<file path="src/rtl/mac_result_fifo.sv">
// mac_result_fifo: captures valid MAC pipeline results into a FIFO and returns
// them to the Nios II as a multi-cycle custom instruction
// (POP / STATUS / CLEAR / PEEK).
// Optional feature macro: MAC_RESULT_FIFO_BYPASS_EN. When it is defined, a POP
// that is waiting on an empty FIFO takes the arriving word straight into
// result.
// Handshake: start is a one-cycle request sampled only in IDLE. done is a
// one-cycle response that carries result. There is no backpressure. While
// clk_en is low, everything freezes and done stays asserted.
module mac_result_fifo #(
  parameter int DEPTH  = 16,
  parameter int DATA_W = 32
) (
  input  logic              clk,
  input  logic              reset,
  input  logic              clk_en,
  input  logic              in_nop,
  input  logic [DATA_W-1:0] in_data,
  input  logic              start,
  input  logic [1:0]        n,
  output logic              done,
  output logic [31:0]       result,
  output logic              full,
  output logic              empty,
  output logic [1:0]        dbg_state
);

  localparam int AW = $clog2(DEPTH);
  localparam int CW = $clog2(DEPTH + 1);

  localparam logic [1:0] OP_POP    = 2'b00;
  localparam logic [1:0] OP_STATUS = 2'b01;
  localparam logic [1:0] OP_CLEAR  = 2'b10;
  localparam logic [1:0] OP_PEEK   = 2'b11;

  typedef enum logic [1:0] {
    S_IDLE = 2'd0,
    S_RESP = 2'd1,
    S_WAIT = 2'd2
  } state_t;

  logic [DATA_W-1:0] mem [DEPTH];

  state_t         state_q, state_d;
  logic [AW-1:0]  wr_ptr_q, wr_ptr_d;
  logic [AW-1:0]  rd_ptr_q, rd_ptr_d;
  logic [CW-1:0]  count_q, count_d;
  logic           ovf_q, ovf_d;
  logic           op_pop_q, op_pop_d;
  logic           done_q, done_d;
  logic [31:0]    result_q, result_d;

  logic           pop;
  logic           clr;
  logic           byp;
  logic           push;
  logic           wr_en;
  logic           is_full;
  logic           is_empty;
  logic [31:0]    head;

  assign is_full  = (count_q == CW'(DEPTH));
  assign is_empty = (count_q == '0);
  assign head     = 32'(mem[rd_ptr_q]);

  // Instruction sequencing: decide pop/clear/bypass and the latched response.
  always_comb begin
    state_d  = state_q;
    op_pop_d = op_pop_q;
    done_d   = done_q;
    result_d = result_q;
    pop      = 1'b0;
    clr      = 1'b0;
    byp      = 1'b0;
    case (state_q)
      S_IDLE: begin
        if (start) begin
          case (n)
            OP_POP, OP_PEEK: begin
              if (!is_empty) begin
                result_d = head;
                pop      = (n == OP_POP);
                done_d   = 1'b1;
                state_d  = S_RESP;
              end else begin
                op_pop_d = (n == OP_POP);
                state_d  = S_WAIT;
              end
            end
            OP_STATUS: begin
              result_d = {ovf_q, 15'b0, 16'(count_q)};
              done_d   = 1'b1;
              state_d  = S_RESP;
            end
            OP_CLEAR: begin
              clr      = 1'b1;
              result_d = 32'h0;
              done_d   = 1'b1;
              state_d  = S_RESP;
            end
            default: state_d = S_IDLE;
          endcase
        end
      end
      S_WAIT: begin
        // Already-queued data has priority so ordering is never violated.
        if (!is_empty) begin
          result_d = head;
          pop      = op_pop_q;
          done_d   = 1'b1;
          state_d  = S_RESP;
        end
`ifdef MAC_RESULT_FIFO_BYPASS_EN
        else if (op_pop_q && !in_nop) begin
          result_d = 32'(in_data);
          byp      = 1'b1;
          done_d   = 1'b1;
          state_d  = S_RESP;
        end
`endif
      end
      S_RESP: begin
        done_d  = 1'b0;
        state_d = S_IDLE;
      end
      default: state_d = S_IDLE;
    endcase
  end

  // Write side and occupancy: a write while full succeeds only with a same-cycle pop.
  always_comb begin
    push     = !in_nop && !clr && !byp;
    wr_en    = push && (!is_full || pop);
    wr_ptr_d = wr_ptr_q;
    rd_ptr_d = rd_ptr_q;
    count_d  = count_q;
    ovf_d    = ovf_q | (push && is_full && !pop);
    if (wr_en) wr_ptr_d = wr_ptr_q + AW'(1);
    if (pop)   rd_ptr_d = rd_ptr_q + AW'(1);
    case ({wr_en, pop})
      2'b10:   count_d = count_q + CW'(1);
      2'b01:   count_d = count_q - CW'(1);
      default: count_d = count_q;
    endcase
    if (clr) begin
      wr_ptr_d = '0;
      rd_ptr_d = '0;
      count_d  = '0;
      ovf_d    = 1'b0;
    end
  end

  // Control and status registers; everything holds while clk_en is low.
  always_ff @(posedge clk or negedge reset) begin
    if (!reset) begin
      state_q  <= S_IDLE;
      wr_ptr_q <= '0;
      rd_ptr_q <= '0;
      count_q  <= '0;
      ovf_q    <= 1'b0;
      op_pop_q <= 1'b0;
      done_q   <= 1'b0;
      result_q <= 32'h0;
    end else if (clk_en) begin
      state_q  <= state_d;
      wr_ptr_q <= wr_ptr_d;
      rd_ptr_q <= rd_ptr_d;
      count_q  <= count_d;
      ovf_q    <= ovf_d;
      op_pop_q <= op_pop_d;
      done_q   <= done_d;
      result_q <= result_d;
    end
  end

  // Storage array; no reset needed because the pointers define validity.
  always_ff @(posedge clk) begin
    if (clk_en && wr_en) mem[wr_ptr_q] <= in_data;
  end

  assign done      = done_q;
  assign result    = result_q;
  assign full      = is_full;
  assign empty     = is_empty;
  assign dbg_state = state_q;

endmodule

</file>
<file path="config.mk">
export PLATFORM = sky130hd
export DESIGN_NAME = mac_result_fifo
export DESIGN_NICKNAME = d
export VERILOG_FILES = /design/src/rtl/mac_result_fifo.sv
export SDC_FILE = /design/constraint.sdc
export NUM_CORES = 1
export LEC_CHECK = 0
export ABC_AREA = 0
export BUFFER_PORTS_ARGS = -buffer_cell sky130_fd_sc_hd__buf_2
export CAP_MARGIN = 10
export CORE_ASPECT_RATIO = 1.25
export CORE_MARGIN = 2
export CORE_UTILIZATION = 65
export DETAILED_ROUTE_END_ITERATION = 7
export MAX_ROUTING_LAYER = met4
export PLACE_DENSITY = 0.94
export SYNTH_ARGS = -nofsm -noshare
export SYNTH_HDL_FRONTEND = slang
export SYNTH_SLANG_ARGS = --single-unit
</file>
<file path="constraint.sdc">
create_clock -name clk -period 15.9 [get_ports clk]
set_input_delay 0.795 -clock clk [delete_from_list [all_inputs] [get_ports clk]]
set_output_delay 0.795 -clock clk [all_outputs]
set_load 0.005 [all_outputs]
</file>
# ---- Yosys cells after proc, flatten, opt, wreduce, memory -nomap -nowiden
# Memory sizes are Yosys's and may differ from the RTL's.
# Cells that the tools add are included.
dict set report classes {
  addsub 4
  n_eq_ne 10
  muxes 30
  n_bitwise 1
  reduce_logical 27
}
# cell count
set ops {}
lappend ops {{one-hot mux 32 bit (3 select lines)} 1}
lappend ops {{2-to-1 mux 32 bit} 2}
lappend ops {{one-hot mux 32 bit (2 select lines)} 1}
lappend ops {{2-to-1 mux 4 bit} 4}
lappend ops {{2-to-1 mux 1 bit} 12}
lappend ops {{one-hot mux 5 bit (2 select lines)} 1}
lappend ops {{AND reduction 3 bit} 3}
lappend ops {{adder 4 x 1 -> 4 bit (second input constant)} 2}
lappend ops {{equality test 2 bit (second input constant)} 4}
lappend ops {{one-hot mux 2 bit (2 select lines)} 2}
lappend ops {{equality test 2 x 1 -> 1 bit (second input constant)} 3}
lappend ops {{2-to-1 mux 2 bit} 3}
lappend ops {{AND reduction 2 bit} 3}
lappend ops {{nonzero test 2 bit} 3}
lappend ops {{nonzero test 3 bit} 2}
lappend ops {{adder 5 x 1 -> 5 bit (second input constant)} 1}
lappend ops {{equality test 5 bit (second input constant)} 1}
lappend ops {{logical AND 1 bit} 5}
lappend ops {{zero test 5 bit} 1}
lappend ops {{2-to-1 mux 5 bit} 1}
lappend ops {{AND reduction 5 bit} 1}
lappend ops {{subtractor 5 x 1 -> 5 bit (second input constant)} 1}
lappend ops {{zero test 1 bit} 4}
lappend ops {{zero test 2 bit} 2}
lappend ops {{other kinds (6)} 9}
dict set report word_totals {
  register_bits 50
  ram_bits 512
  in_bits 39
  output_inout_bits 37
  wordCells 81
  n_memories 1
}
# name words word_bits rd rd_ports_with_merged_regs wr line
set mem_list {}
lappend mem_list {mem 16 32 1 0 1 42} ;# logic [DATA_W-1:0] mem [DEPTH];

# ---- Logic depth before layout (Yosys ltp)
# Gate-level depths: netlist of the first run.
dict set report depth {
  depth_word 10
  depth_mapped 13
  ltp_nobuf 12
}

# ---- Least setup slack after synthesis of the first run
# OpenSTA, ideal clock, no wires.
dict set report synth_path {
  kind {input to register}
  startpoint {in n[0]}
  endpoint {mem mem[0][0], enable pin}
  setup_time_ns 0.502
  arrival_time_ns 4.715
  t_required_ns 15.398
  path_slack_ns 10.683
  path_stages 6
  n_path_buf 0
  path_cell_list {inv_1 -> ha_1 -> a32oi_1 -> a31oi_1 -> nand3_1 -> nor4_1}
}
dict set report synth_between {
  elab_chain_cells 10
  elab_cells_between_ends 18
}
# item line
set synth_rtl {}
lappend synth_rtl {{start, declared} 20} ;# input logic [1:0] n,
lappend synth_rtl {{equality test 2 bit or zero test 2 bit (tied branches)} {78, 82}}
lappend synth_rtl {{OR reduction 2 bit, or another cell as far along} 78} ;# case (n)
lappend synth_rtl {{2-to-1 mux 1 bit, on equally long branches} {78, 77}}
lappend synth_rtl {{2-to-1 mux 1 bit, on equally long branches} {77, 75}}
lappend synth_rtl {{one-hot mux 1 bit (2 select lines) or zero test 1 bit (tied branches)} {75, 132}}
lappend synth_rtl {{logical OR 1 bit or logical AND 1 bit (tied branches)} {133, 132}}
lappend synth_rtl {{logical AND 1 bit *} 133} ;# wr_en = push && (!is_full || pop);
lappend synth_rtl {{logical AND 1 bit *} 178} ;# if (clk_en && wr_en) mem[wr_ptr_q] <= in_data;
lappend synth_rtl {{2-to-1 mux 1 bit *} 178}
lappend synth_rtl {{2-to-1 mux 1 bit (implied by the code) *} 178}
lappend synth_rtl {{end, declared} 42}
# Mark *: on every way between the ends. The rest lies on a longest branch, timed or not.

# ---- Worst setup path in the final report of the first run
dict set report layout_path {
  startpoint {reg state_q[0], in the netlist dbg_state[0]}
  endpoint {mem mem[7][2], enable pin}
}
dict set report layout_between {
  elab_chain_cells 8
  elab_cells_between_ends 11
}
# item line
set layout_rtl {}
lappend layout_rtl {{start, declared} 44} ;# state_t state_q, state_d;
lappend layout_rtl {{start signal, assigned} 165} ;# state_q <= state_d;
lappend layout_rtl {{branches (longest 4 deep; another with equality test 2 bit)} --}
lappend layout_rtl {{logical AND 1 bit *} 133}
lappend layout_rtl {{logical AND 1 bit *} 178}
lappend layout_rtl {{2-to-1 mux 1 bit *} 178}
lappend layout_rtl {{2-to-1 mux 1 bit (implied by the code) *} 178}
# Mark *: on every way between the ends.

==> impl_summary.txt, run 1 <==
----------------------------------------------------
[Power and ir drop]
  Power density normalized to cell area ... 162 nW/µm²
  Reported leakage power ... slightly above 8 nW
  Highest ir drop seen on vdd ... between 100 and 150 µV
  Total power ... 0.00396 W

[Critical path]
  Largest driver fanout on the critical path ... 32
  Category of the critical setup timing path ... reg2reg
  Kind of end point of the critical path ... flip-flop
  Cell depth of the worst flop-to-flop path ... 7
  Endpoint of the worst register-to-register path ... mem[7][2]$_DFFE_PP_
  Arrival time of the worst setup path ... around 4.3 ns
  Critical Path RT ... about 16 ns
  Worst reg2reg startpoint ... dbg_state[0]$_DFFE_PN0P_
  Sort of element at the start of the critical path ... flip-flop
  Setup slack of the most critical reg-to-reg path ... roughly 12 ns

[Placed design]
  IO buf count ... between 70 and 80
  Final Wtd Congestion ... roughly 0.84
  Worst slack, placed ... ~12 ns
  Detailed-placement wirelength estimate ... about 26 mm
  Total cell area at the placement stage ... roughly 23,000 µm²
  Placed instance count ... 1,478

[Run status]
  Violations in the final reports ... DRC
  Outcome ... finished, violations left

[Synthesis]
  Number of enable flip-flop cells after synthesis ... 512
  Area leader, netlist ... edfxtp_1
  Dominant synthesized flop cell ... edfxtp_1
  Register bit total from synthesis ... 562
  Fraction of synthesized cell area taken by the top area cell type ... around 71%
  Leading cell types by total area after synthesis ... edfxtp_1, mux4_2, dfrtp_1
  Net count of the mapped netlist ... 1,081
  Share of async-settable or async-resettable flops after synthesis ... 8.90%
  Part of the Yosys area used for sequential elements ... 76.6%
  Post-synthesis instance total ... roughly 1,000
  Cell area after synthesis ... 21,700 µm²
  Unique cell type count in the Yosys netlist ... 50
  Yosys warning count ... 0
  Mean instance size in the synthesized netlist ... approximately 21 µm²

[GRT]
  Most crowded layer after global routing ... met2
  Met1 routing resource usage after global routing ... roughly two fifths
  Vias in the first global route ... roughly 12,000
  Largest net degree at the start of global routing ... 71
  Global-route track usage on met2 ... a little over half
  Met3 demand-to-capacity share in global routing ... between 5 and 6%
  Remaining global-route overflow ... 0
  Initial antenna violation count ... 0
  Overall global routing resource usage ... around a third
  Global-route wire length before repair ... ~79 mm

[Final layout]
  Share of final-layout standard cells stronger than drive strength 1 ... about 28%
  Commonest cells after routing, fill and taps aside ... edfxtp_1, mux4_2, buf_2, a22oi_1, clkbuf_16
  Number of fillers in the final layout ... approximately 1,700
  Most common cell after layout, fill and taps aside ... edfxtp_1
  Non-filler cells, final ... ~1,600
  Area growth syn-to-layout ... 12.5%
  Number of nets in the finished design ... approximately 1,200
  Design Area, Final ... about 24,000 µm²
  Diodes inserted ... 0

[Drt]
  Number of nets with antenna violations after detailed routing ... 0
  Number of DRC markers in iteration 0 ... 1,621
  Post-detailed-routing wire length ... roughly 53 mm
  DR vias ... approximately 11,000
  DRC ... 7
  Pre-Repair DR Iteration Count ... 8
  Routed wire per std cell ... roughly 34 µm
  Average vias per placed instance ... just over 7

[Floorplanning]
  Chip Width ... ~170 µm
  Die Height ... approximately 210 µm
  Core Rows ... 74
  Core Region ... between 30,000 and 40,000 µm²
  Starting density of the core ... 66.2%
  Number of ports placed on the die boundary ... 76
  Total Die Area ... roughly 35,000 µm²

[STA]
  Maximum achievable frequency ... 247 MHz
  Worst-Margin Slew ... 1.20 ns
  Period minus WS final ... between 4 and 5 ns
  Hold Violations, Final ... 0
  Summed negative setup slack over all endpoints ... 0 ns
  Setup repair after global routing missed its margin ... no
  Slew Limit Fails ... 0
  Slew margin rel. ... between 20% and 30%
  Min setup slack post-route ... about 12 ns
  Endpoints failing setup ... 0
  Final worst-path cycle share ... between 20 and 30%
  Worst Skew ... ~0.018 ns

[Clocking]
  TritonCTS clock tree ... done
  Clock network latency to the later pin of the worst-skew pair ... 0.59 ns
  Number of instances resized during post-cts repair ... 0
  Number of buffers between clock root and the deepest sink ... 3
  CTS Root Cell ... clkbuf_16
  TritonCTS buffer count ... 50
  Clock sink count ... ~560
  Clock slew at the register clock pins of the worst setup and hold paths ... 0.07 ns
  Post-CTS Setup Bufs ... 0
  Total number of H-tree levels ... 2
  CTS hold repair buffers ... 0

[Run]
  Max Cap Violations ... 0

[Worst hold path]
  Hold WC Path Type ... in2async

----------------------------------------------------
==> worst max-delay path by stage <==
stage | start | to | slack (ns) | cells past startpoint
6_report | dbg_state[0]$_DFFE_PN0P_ | mem[7][2]$_DFFE_PP_ | 11.85 | 7
5_1_grt | dbg_state[0]$_DFFE_PN0P_ | mem[7][2]$_DFFE_PP_ | 11.72 | 7
4_1_cts | dbg_state[0]$_DFFE_PN0P_ | mem[7][24]$_DFFE_PP_ | 11.94 | 7
3_5_place_dp | n[0] | mem[7][27]$_DFFE_PP_ | 11.81 | 8
3_3_place_gp | n[0] | mem[9][10]$_DFFE_PP_ | 12.31 | 8
2_1_floorplan | n[0] | mem[0][0]$_DFFE_PP_ | 10.68 | 6
==> state kept, by name, indices dropped and copies added (netlist names) <==
name	count
op_pop_q	1
dbg_state	2
result	32
ovf_q	1
rd_ptr_q	4
count_q	5
done	1
wr_ptr_q	4
mem	512
==> synth_stat cells (all sizes together) (2+ instances only) <==
cell / number
a21o: 2
buf: 25
mux4: 128
nor3b: 2
xnor2: 3
nor2: 14
and3: 3
mux2i: 5
a22o: 28
a22oi: 64
nor2b: 6
dfrtp: 50
a221o: 5
o21ai: 11
and2: 9
nor4: 5
a21oi: 10
edfxtp: 512
ha: 13
or3: 2
xor2: 3
nand2b: 2
nand2: 43
a211oi: 5
nand3: 9
a32o: 2
nand4: 5
inv: 17
clkbuf: 30
==> worst max-delay path, cell delays in order, from the launching register on <==
cell and delay (ns):
dfrtp_1 0.40, inv_1 0.08, ha_1 0.39, a32oi_1 0.23, a31oi_1 0.30, nand3_1 0.50
nor3b_1 0.72, and2_2 1.03
==> cells by family (layout without fill, tap and decap cells) <==
group | Yosys count | count (layout) | share of synthesized area, %
buffers and inverters | 72 | 198 | 1.63
XOR/XNOR | 6 | 6 | 0.242
AO/OA/AOI/OAI | 135 | 135 | 4.72
AND/OR/NAND/NOR | 105 | 105 | 2.40
flip-flops | 562 | 562 | 76.6
multiplexers | 134 | 134 | 13.6
adder cells (fa/ha/maj) | 14 | 14 | 0.842
==> layer usage <==
metal  share of wire, %  vias up
met2                 51      988
met5                  0        -
li1                   -     4462
met3                 10      167
met4                4.1        0
met1                 34     5826
==> stage by stage <==
step           hold WS, ns  utilization (%)
3_3_place_gp         0.473             68.7
3_5_place_dp         0.477             68.7
6_report             0.374             74.5
2_1_floorplan        0.473                -
4_1_cts              0.393             74.5
5_1_grt              0.434             74.5
==> power breakdown <==
part	internal [W]	switching [W]	leakage, nW
sequential	0.00172	0.000118	5.26
combinational	0.000353	0.000372	1.92
clock	0.000832	0.000569	0.903
total	0.00290	0.00106	8.08
==> layout make-up <==
class | count | area (µm²) | share of cell area (%)
Clock buffer | 53 | 1270 | 5.21
Timing Repair Buffer | 87 | 465 | 1.91
Multi-Input combinational cell | 394 | 4820 | 19.7
Inverter | 17 | 63.8 | 0.261
Tap cell | 418 | 523 | 2.14
Clock inverter | 41 | 628 | 2.57
Sequential cell | 562 | 16600 | 68.2
Note: power is estimated with default switching activity, not from simulation.
==> run 2: changes to the inputs <==
Settings changed: CORE_UTILIZATION 65 to 61, PLACE_DENSITY 0.94 to 0.9.
Clock period 15.9 ns to 4.12 ns, I/O delays scaled along.
==> run 2 against run 1 <==
Compared with the run above: the run now ends clean; die area rose by 6.4%; non-clock buffer count rose by 24; global-route usage fell by 3.1 points; wire length fell by 1.9%; cell count rose by 5.2%; setup slack got worse by 11 ns; clock-buffer cell count rose by 20; power rose to 3.7 times the previous value; critical endpoint is now mem[4][7]$_DFFE_PP_; largest power group unchanged.
==> impl_summary.txt, run 2 (synthesis results as in run 1) <==
----------------------------------------------------
[GRT]
  Initial antenna violation count ... 0 (unchanged)
  Overall global routing resource usage ... 29.3% (was 32.4%)
  Global-route wire length before repair ... 77.3 mm (was 78.7 mm)
  Remaining global-route overflow ... 0 (unchanged)
  Vias in the first global route ... 12,000 (about the same)
  Largest net degree at the start of global routing ... 56 (was 71)

[Power and ir drop]
  Reported leakage power ... 8.13 nW (was 8.08 nW)
  Relative contribution of the clock network to total power ... 32.6% (was 35.4%)
  Power density normalized to cell area ... 601 nW/µm² (was 162 nW/µm²)
  Power spent charging and discharging nets ... 0.00394 W (was 0.00106 W)
  Reg power frac ... 47.6% (was 46.3%)
  Internal power ... 0.0108 W (was 0.00290 W)
  Logic gate share of total power ... 19.8% (was 18.3%)
  Total power ... 0.0147 W (was 0.00396 W)
  Switching portion of total power ... 26.8% (was 26.7%)
  Highest ir drop seen on vdd ... 422 µV (was 105 µV)

[Final layout]
  Largest Register ... mem (unchanged)
  Area growth syn-to-layout ... 12.8% (was 12.5%)
  Diodes inserted ... 0 (unchanged)
  Number of nets in the finished design ... 1,190 (was 1,165)
  Most common cell after layout, fill and taps aside ... edfxtp_1 (unchanged)
  Flip-flop count of the largest register after layout ... 512 (unchanged)
  Share of final-layout standard cells stronger than drive strength 1 ... 28.5% (was 28.3%)
  Design Area, Final ... 24,500 µm² (was 24,400 µm²)
  Commonest cells after routing, fill and taps aside ... edfxtp_1, mux4_2, buf_2, a22oi_1, clkbuf_16 (unchanged)

[Drt]
  Average vias per placed instance ... 6.97 (was 7.28)
  Pre-Repair DR Iteration Count ... 8 (unchanged)
  Number of nets with antenna violations after detailed routing ... 0 (unchanged)
  Number of DRC markers in iteration 0 ... 1,387 (was 1,621)
  DR vias ... 11,500 (was 11,400)
  Routed wire per std cell ... 31.4 µm (was 33.7 µm)
  Post-detailed-routing wire length ... 51.9 mm (was 53.0 mm)
  DRC ... 0 (was 7)

[Critical path]
  Arrival time of the worst setup path ... 3.95 ns (was 4.25 ns)
  Category of the critical setup timing path ... reg2reg (unchanged)
  Critical path's slowest cell ... and2_2 (unchanged)
  Critical Path RT ... 4.31 ns (was 16.09 ns)
  Largest driver fanout on the critical path ... 32 (unchanged)
  Chain of cells forming the critical path ... inv_1 -> ha_1 -> a32oi_1 -> a31oi_1 -> nand3_1 -> nor3b_1 -> and2_2 (unchanged)
  Setup slack of the most critical reg-to-reg path ... 0.36 ns (was 11.85 ns)
  Kind of end point of the critical path ... flip-flop (unchanged)
  Worst path top cell family by delay ... simple AND/OR/NAND/NOR gates (unchanged)
  Sort of element at the start of the critical path ... flip-flop (unchanged)
  Bufs and invs on worst path ... 1 (unchanged)
  Largest stage delay on the critical path ... 0.88 ns (was 1.03 ns)

[Clocking]
  Clock network latency to the later pin of the worst-skew pair ... 0.57 ns (was 0.59 ns)
  Clock slew at the register clock pins of the worst setup and hold paths ... 0.07 ns (about the same)
  TritonCTS clock tree ... done (unchanged)
  Post-CTS Setup Bufs ... 0 (unchanged)
  Number of buffers between clock root and the deepest sink ... 3 (unchanged)
  TritonCTS buffer count ... 51 (was 50)
  CTS Root Cell ... clkbuf_16 (unchanged)
  Total number of H-tree levels ... 2 (unchanged)
  Clock sink count ... 562 (unchanged)

[STA]
  Setup repair after global routing missed its margin ... no (unchanged)
  Min setup slack post-route ... 0.356 ns (was 11.85 ns)
  Endpoints failing setup ... 0 (unchanged)
  Period minus WS final ... 3.76 ns (was 4.05 ns)
  Final worst-path cycle share ... 91.4% (was 25.5%)
  Worst Skew ... 0.0197 ns (was 0.0178 ns)
  Worst-Margin Slew ... 1.23 ns (was 1.20 ns)
  Slew margin rel. ... 18.1% (was 20.1%)
  Summed negative setup slack over all endpoints ... 0 ns (unchanged)
  Hold Violations, Final ... 0 (unchanged)
  Slew Limit Fails ... 0 (unchanged)
  Maximum achievable frequency ... 266 MHz (was 247 MHz)

[Placed design]
  Total cell area at the placement stage ... 22,800 µm² (was 22,500 µm²)
  Worst slack, placed ... 0.676 ns (was 11.81 ns)
  Final Wtd Congestion ... 0.853 (was 0.840)
  IO buf count ... 75 (unchanged)
  Detailed-placement wirelength estimate ... 27.5 mm (was 26.0 mm)

[Floorplanning]
  Core Rows ... 77 (was 74)
  Core Region ... 35,300 µm² (was 32,800 µm²)
  Starting density of the core ... 61.5% (was 66.2%)
  Chip Width ... 173 µm (was 167 µm)
  Number of ports placed on the die boundary ... 76 (unchanged)
  Total Die Area ... 37,100 µm² (was 34,900 µm²)
  Die Height ... 215 µm (was 208 µm)

[Run status]
  Outcome ... finished clean (was finished, violations left)

[Run]
  Max Cap Violations ... 0 (unchanged)

[Worst hold path]
  Hold WC Path Type ... in2reg (was in2async)

----------------------------------------------------
## run 2: changes by cell type in the layout (fill, tap and decap cells not counted), moves of 2 or more
cell	previous run	this run
buf_12	0	4
buf_4	12	30
bufinv_16	15	5
clkbuf_1	2	17
clkbuf_16	50	53
clkbuf_8	1	3
clkinv_2	6	8
clkinv_4	2	0
clkinvlp_4	8	3
dlygate4sd3_1	0	2
inv_6	4	2
## run 2: what timing repair did
item,in CTS,in global routing
hold buffers,2,0
resized for setup,0,0
endpoints found under the hold margin,20,0
setup endpoints to repair,0,0
## run 2: layout make-up
type                            instances  area, µm²
Clock buffer                           73       1430
Clock inverter                         22        245
Fill cell                            1994      10800
Inverter                               17       63.8
Multi-Input combinational cell        394       4820
Sequential cell                       562      16600
Tap cell                              474        593
Timing Repair Buffer                  111        701
## run 2: power by group through the flow
stage	Clock (W)	Sequential, W	Combinational (W)
finish	0.00480	0.00701	0.00291
global route	0.00503	0.00706	0.00308
CTS	0.00483	0.00701	0.00291
detailed placement	0	0.00711	0.00283
global placement	0	0.00707	0.00272
floorplan	0	0.00691	0.00213
## run 2: metal layers
metal | wire length [µm] | GRT usage (%) | vias to the layer above
li1 | - | - | 4505
met3 | 5360 | 4.53 | 160
met2 | 26500 | 46.8 | 914
met4 | 2240 | 13.3 | 0
met5 | 0 | - | -
met1 | 17800 | 38.0 | 5939
## run 2: path summary, 6_finish.rpt
| path | startpoint | to | cells after the start |
|---|---|---|---|
| max reg2reg | dbg_state[0]$_DFFE_PN0P_ | mem[4][7]$_DFFE_PP_ | 7 |
| min reg2reg | result[4]$_DFFE_PN0P_ | result[4]$_DFFE_PN0P_ | 2 |
| max | dbg_state[0]$_DFFE_PN0P_ | mem[4][7]$_DFFE_PP_ | 7 |
| min | in_data[8] | mem[13][8]$_DFFE_PP_ | 1 |
| max in group asynchronous | reset | rd_ptr_q[0]$_DFFE_PN0P_ | 3 |
| min in group asynchronous | reset | result[3]$_DFFE_PN0P_ | 2 |
## run 2: through the flow
| step | hold slack, ns | instances | utilization [%] |
|---|---|---|---|
| after floorplan | -0.0896 | 1028 | - |
| after global placement | 0.168 | 1556 | 64.6 |
| after detailed placement | 0.172 | 1556 | 64.6 |
| after CTS | 0.00119 | 1653 | 69.4 |
| after global routing | 0.0213 | 1653 | 69.4 |
| final | 0.0281 | 1653 | 69.4 |
